===== config.mk =====
export PLATFORM = sky130hd
export DESIGN_NAME = serial_subtractor
export DESIGN_NICKNAME = d
export VERILOG_FILES = /design/src/rtl/serial_subtractor.sv
export SDC_FILE = /design/constraint.sdc
export NUM_CORES = 1
export LEC_CHECK = 0
export CAP_MARGIN = 0
export CORE_ASPECT_RATIO = 2
export CORE_UTILIZATION = 30
export CTS_CLUSTER_SIZE = 10
export DETAILED_ROUTE_END_ITERATION = 12
export SYNTH_ARGS = -nofsm -noshare
export SYNTH_HDL_FRONTEND = slang
export SYNTH_SLANG_ARGS = --single-unit

===== constraint.sdc =====
create_clock -name CLK -period 2.2 [get_ports CLK]
set_input_delay 0.44 -clock CLK [delete_from_list [all_inputs] [get_ports CLK]]
set_output_delay 0.44 -clock CLK [all_outputs]
set_load 0.01 [all_outputs]

===== src/rtl/serial_subtractor.sv =====
// -----------------------------------------------------------------------------
// serial_subtractor
//
// Bit-serial unsigned subtractor for the Aeolus ALU. Computes IN1 - IN2 one
// bit per clock, LSB first, with a single registered borrow. The pair
// {BORROW, OUT} is the (WIDTH+1)-bit two's-complement difference
// {1'b0,IN1} - {1'b0,IN2}.
//
// Ports:
//   CLK    in   1      system clock, rising edge
//   RESET  in   1      asynchronous, active-low reset
//   START  in   1      request, sampled only while idle
//   IN1    in   WIDTH  minuend, captured on the accepting edge
//   IN2    in   WIDTH  subtrahend, captured on the accepting edge
//   OUT    out  WIDTH  registered difference
//   BORROW out  1      final borrow (1 iff IN1 < IN2)
//   ZERO   out  1      1 iff OUT == 0
//   BUSY   out  1      high while bits are being processed
//   DONE   out  1      one-cycle pulse when OUT/BORROW/ZERO update
// -----------------------------------------------------------------------------
module serial_subtractor #(
    parameter int WIDTH = 4
) (
    input  logic             CLK,
    input  logic             RESET,
    input  logic             START,
    input  logic [WIDTH-1:0] IN1,
    input  logic [WIDTH-1:0] IN2,
    output logic [WIDTH-1:0] OUT,
    output logic             BORROW,
    output logic             ZERO,
    output logic             BUSY,
    output logic             DONE
);

    localparam int CW = $clog2(WIDTH);
    localparam logic [CW-1:0] LAST_BIT = CW'(WIDTH - 1);

    typedef enum logic [1:0] {
        S_IDLE = 2'd0,
        S_SUB  = 2'd1,
        S_FIN  = 2'd2
    } state_t;

    state_t           state_q, state_d;
    logic [WIDTH-1:0] a_q, a_d;
    logic [WIDTH-1:0] b_q, b_d;
    logic [WIDTH-1:0] r_q, r_d;
    logic             brw_q, brw_d;
    logic [CW-1:0]    cnt_q, cnt_d;
    logic [WIDTH-1:0] out_q, out_d;
    logic             borrow_q, borrow_d;
    logic             zero_q, zero_d;
    logic             busy_q, busy_d;
    logic             done_q, done_d;

    // One full-subtractor slice on the current LSBs.
    logic             diff_bit;
    logic             borrow_new;
    logic [WIDTH-1:0] r_shift;
    logic             last_bit;

    assign diff_bit   = a_q[0] ^ b_q[0] ^ brw_q;
    assign borrow_new = (~a_q[0] & b_q[0]) | (~(a_q[0] ^ b_q[0]) & brw_q);
    assign r_shift    = {diff_bit, r_q[WIDTH-1:1]};
    assign last_bit   = (cnt_q == LAST_BIT);

    // -------------------------------------------------------------------------
    // State register (and all datapath/output registers)
    // -------------------------------------------------------------------------
    always_ff @(posedge CLK or negedge RESET) begin
        if (!RESET) begin
            state_q  <= S_IDLE;
            a_q      <= '0;
            b_q      <= '0;
            r_q      <= '0;
            brw_q    <= 1'b0;
            cnt_q    <= '0;
            out_q    <= '0;
            borrow_q <= 1'b0;
            zero_q   <= 1'b1;
            busy_q   <= 1'b0;
            done_q   <= 1'b0;
        end else begin
            state_q  <= state_d;
            a_q      <= a_d;
            b_q      <= b_d;
            r_q      <= r_d;
            brw_q    <= brw_d;
            cnt_q    <= cnt_d;
            out_q    <= out_d;
            borrow_q <= borrow_d;
            zero_q   <= zero_d;
            busy_q   <= busy_d;
            done_q   <= done_d;
        end
    end

    // -------------------------------------------------------------------------
    // Next-state logic
    // -------------------------------------------------------------------------
    always_comb begin
        state_d = state_q;
        case (state_q)
            S_IDLE:  if (START) state_d = S_SUB;
            S_SUB:   if (last_bit) state_d = S_FIN;
            S_FIN:   state_d = S_IDLE;
            default: state_d = S_IDLE;
        endcase
    end

    // -------------------------------------------------------------------------
    // Datapath / output next-state logic
    // -------------------------------------------------------------------------
    always_comb begin
        a_d      = a_q;
        b_d      = b_q;
        r_d      = r_q;
        brw_d    = brw_q;
        cnt_d    = cnt_q;
        out_d    = out_q;
        borrow_d = borrow_q;
        zero_d   = zero_q;
        busy_d   = busy_q;
        done_d   = 1'b0;
        case (state_q)
            S_IDLE: begin
                if (START) begin
                    a_d    = IN1;
                    b_d    = IN2;
                    brw_d  = 1'b0;
                    cnt_d  = '0;
                    busy_d = 1'b1;
                end
            end
            S_SUB: begin
                a_d   = {1'b0, a_q[WIDTH-1:1]};
                b_d   = {1'b0, b_q[WIDTH-1:1]};
                r_d   = r_shift;
                brw_d = borrow_new;
                cnt_d = cnt_q + CW'(1);
                if (last_bit) begin
                    // Results are published only here, so they hold steady
                    // for the whole of the next operation.
                    busy_d   = 1'b0;
                    done_d   = 1'b1;
                    out_d    = r_shift;
                    borrow_d = borrow_new;
                    zero_d   = (r_shift == '0);
                end
            end
            S_FIN: begin
                done_d = 1'b0;
            end
            default: begin
                busy_d = 1'b0;
            end
        endcase
    end

    assign OUT    = out_q;
    assign BORROW = borrow_q;
    assign ZERO   = zero_q;
    assign BUSY   = busy_q;
    assign DONE   = done_q;

endmodule


== Yosys cells after proc, flatten, opt, wreduce, memory -nomap -nowiden ==
Index checks and enable logic that the tools add are counted.
Word-level totals
  flip-flop bits (word level): 25
  bits in latches: 0
  memory bits (writable): 0
  bits in read-only memories: 0
  input bits: 11
  output and inout bits: 8
  word-level logic and storage cells: 48
  memories: 0
Cells by class
  $add $sub $neg: 1
  $mul: 0
  div/mod/pow operators: 0
  magnitude comparators: 0
  equality and inequality tests: 5
  shifts and indexed selects: 0
  muxes and demuxes: 16
  bitwise operators: 8
  reductions and logical operators: 7
Operators with widths (number)
  4-bit case mux with 2 select lines: 2
  4-bit 2-to-1 mux: 2
  2-bit case mux with 2 select lines: 2
  2-bit 2-to-1 mux: 3
  2-bit AND reduction: 3
  1-bit 2-to-1 mux: 5
  2-bit == test (second input constant): 2
  4-bit zero test: 1
  2-bit != test (second input constant): 2
  1-bit NOT: 3
  1-bit case mux with 3 select lines: 1
  3-bit AND reduction: 1
  2-bit by 1-bit adder with 2-bit output (second input constant): 1
  1-bit AND: 2
  2-bit by 1-bit == test with 1-bit output (second input constant): 1
  2-bit zero test: 1
  1-bit case mux with 2 select lines: 1
  2-bit nonzero test: 1
  1-bit XOR: 2
  1-bit bitwise OR: 1

== Logic depth before layout (Yosys ltp) ==
  depth after elaboration: 5
  depth in mapped cells: 4
  mapped depth without buffers: 4

== Least setup slack after synthesis ==
Ideal clock, no wire load.
  path type: reg-to-reg
  start: register a_q[0]
  end: register zero_q (netlist: ZERO)
  library setup time: 79 ps
  arrival time: 1472 ps
  required time: 2121 ps
  setup slack: 649 ps
  cell stages (with the launch flop): 4
  buffers on the path: 0
  clock period less this slack: 1551 ps
  path through: dfrtp_1 fa_1 or4_1 o21ai_0
Between the ends
  longest elaborated chain between the ends: 3
Ends and longest elaborated chain
  start, declared: line 46  | logic [WIDTH-1:0] a_q, a_d;
  start signal, assigned: line 74  | a_q <= '0;
  start signal, assigned: line 86  | a_q <= a_d;
  1-bit XOR (2 in a row): line 63  | assign diff_bit = a_q[0] ^ b_q[0] ^ brw_q;
  net diff_bit: line 58  | logic diff_bit;
  4-bit zero test: line 149  | zero_d = (r_shift == '0);
  end signal, assigned: line 93  | zero_q <= zero_d;
  end, declared: line 53  | logic zero_q, zero_d;
The timed path passes the listed nets, and every way through them passes these cells.
A chain may end at the register's enable or synchronous reset.

== Worst setup path in the final report ==
  start: register zero_q (netlist: ZERO)
  end: output ZERO
RTL lines
  end, declared: line 31  | output logic ZERO,
No word-level cell between the ends.

==> out/qor.txt <==
Max Slew Vio Count: 0
port bufs: 18
DIE HEIGHT: 84.81 um
routability-driven placement congestion ratio: 0.7428
Via density: 5.286
Lkg Pwr: 0.5604 nW
Inserted Diodes: 0
largest cells by area after synthesis: dfrtp_1, o22ai_1, mux2_2
CTS Root Cell: clkbuf_8
routed wire length: 1.951 mm
Final Non-Filler Cells: 140
hpwl dp: 1.440 mm
H-tree level count: 1
Setup violations, final: 0
Cell variety after synth: 23
vias in the first global route: 759
Mapped Nets: 102
peak supply drop: 0.5074 mV
DRT Pass-1 Iters: 8
power per cell area: 1428 mW/mm2
worst setup path class: reg2out
synthesized cell area: 0.001028 mm2
f_max: 572.4 MHz
post-synth top area cell: dfrtp_1
DP Area: 0.001234 mm2
Clock Skew: 0.008544 ns
status: complete, but fails checks
hold buffers post-CTS: 0
Initial Utilization: 31.85%
clock share of power: 14.1%
GRT overflow: 0
startpoint types: flop
Yosys warning total: 0
Seq pwr share: 44.7%
maximum number of pins on one net before global-route repair: 25
CP Cell Sequence: clkdlybuf4s50_1
DRC violations left: 2
Slowest-stage cell, CP: dfstp_2
P_sw: 635.8 uW
Final period util: 79.41%
core footprint: 0.003229 mm2
Final Cell Area: 0.001279 mm2
cts repair resizes: 0
number of cell rows: 29
Worst EP arrival: 1.31 ns
die area: 0.003681 mm2
# Post-CTS Setup Buffers: 0
I/O pin cnt: 19
final core utilization: 39.60%
area delta synth->final: 24.33%
Die Wd: 43.40 um
critical path buffer and inverter count: 1
Worst slew margin: 76.40%
CTS clk-pin slew, worst paths: 0.07 ns
Crit. End Element: output pin
min cycle time layout: 1.747 ns
CTS buffer count: 3
Clock Tree Buf Depth: 2
Syn Inst Count: 89
share of cells above drive strength 1: 12.84%
worst slack at placement: 0.4810 ns
WHS: 0.4753 ns
Pint: 1.190 mW
Net Sw Frac: 34.83%
Hold WC Path Type: reg2reg
worst-path fanout max: 2
Synth Register Bits: 24
Worst-Margin Slew: 0.3529 ns
Routed Antenna Nets: 0
final count of hold timing violations: 0
slowest stage delay, CP: 0.53 ns
placed cell count: 136
Worst-Skew Late Latency: 0.26 ns
Via Count: 740
CTS tree: done
failing checks: DRC
setup tns final: 0 ns
RSZ-0062 raised after global routing: false
Detailed Route Iter0 Violations: 16
Top delay family on crit path: flip-flops
max cap viols: 0
Final WS setup: 0.4530 ns
Syn Area/Cell: 11.56 um2
Synth top area share: 55.96%
first-pass GRT wire length: 3.394 mm
CTS sink cnt: 24
Design Power: 1.825 mW
nets: 123
Comb power frac: 41.2%
Global Route Usage Sum: 12.18%
CP Data Required Time: 1.76 ns
Routed WL per cell: 13.94 um
antenna violations before repair: 0
sequential share of the synthesized area: 58.52%
## logic make-up (layout without fill, tap and decap cells)
family / Yosys count / after routing / synth area share [%]
compound gates: 31 / 31 / 16.54
flops: 24 / 24 / 58.52
fa+ha+maj: 2 / 2 / 3.163
buf+inv: 11 / 31 / 4.987
mux: 8 / 8 / 9.002
simple gates: 13 / 13 / 7.787
## path summary, 6_finish.rpt
check,slack [ns],from,cells after the start,endpoint
min in group asynchronous,0.53,RESET,2,DONE
max reg2reg,0.55,a_q[0],3,ZERO
min reg2reg,0.48,ZERO,2,ZERO
max,0.45,ZERO,1,ZERO
max in group asynchronous,1.38,RESET,2,ZERO
min,0.48,ZERO,2,ZERO
## cell usage in the layout, fill, tap and decap left out
master | Yosys | final
clkinv_1 | 1 | 1
fa_1 | 1 | 1
nor2b_1 | 1 | 1
a21oi_1 | 6 | 6
clkbuf_8 | 0 | 3
or4_1 | 1 | 1
clkbuf_1 | 0 | 1
nand3_1 | 1 | 1
dfrtp_1 | 23 | 23
nand2_1 | 5 | 5
nand3b_4 | 1 | 1
nor2_1 | 2 | 2
inv_1 | 7 | 7
mux2_4 | 1 | 1
nand2b_2 | 1 | 1
mux2i_1 | 1 | 1
o22ai_1 | 12 | 12
clkdlybuf4s50_1 | 0 | 18
o21ai_0 | 13 | 13
nand2b_1 | 1 | 1
mux2_2 | 6 | 6
buf_4 | 0 | 1
ha_1 | 1 | 1
dfstp_2 | 1 | 1
## layout make-up
cell class                 count  area, um2
clock buffer                   4      45.04
timing repair buffer          19      187.7
tap                           31      38.79
fill                         316       1951
inverter                       8      30.03
multi-input combinational     54      375.4
sequential                    24      601.8
## synth_stat cells
cell,number
a21oi_1,6
buf_2,1
buf_6,1
clkbuf_2,1
clkinv_1,1
dfrtp_1,23
dfstp_2,1
fa_1,1
ha_1,1
inv_1,7
mux2_2,6
mux2_4,1
mux2i_1,1
nand2_1,5
nand2b_1,1
nand2b_2,1
nand3_1,1
nand3b_4,1
nor2_1,2
nor2b_1,1
o21ai_0,13
o22ai_1,12
or4_1,1
## flip-flops by register name (all words and copies together) (netlist names), 2 cells and up
signal   count
OUT          4
a_q          4
b_q          4
cnt_q        2
r_q          3
state_q      2
## layer usage
metal | vias up | share of wire (%) | track usage (%) | wire (um)
li1 | 356 | - | - | -
met1 | 365 | 42 | 13.97 | 815
met2 | 17 | 53 | 20.66 | 1038
met3 | 2 | 3.4 | 1.290 | 67
met4 | 0 | 1.5 | 7.670 | 29
met5 | - | 0 | 0 | 0
## power groups by stage
stage	Combinational, mW	Sequential, mW	Clock, mW
after floorplan	0.506	0.810	0
after global placement	0.735	0.815	0
after detailed placement	0.771	0.822	0
after CTS	0.768	0.816	0.269
after global routing	0.849	0.847	0.286
final	0.752	0.817	0.257
Note: power is estimated with default switching activity, not from simulation.
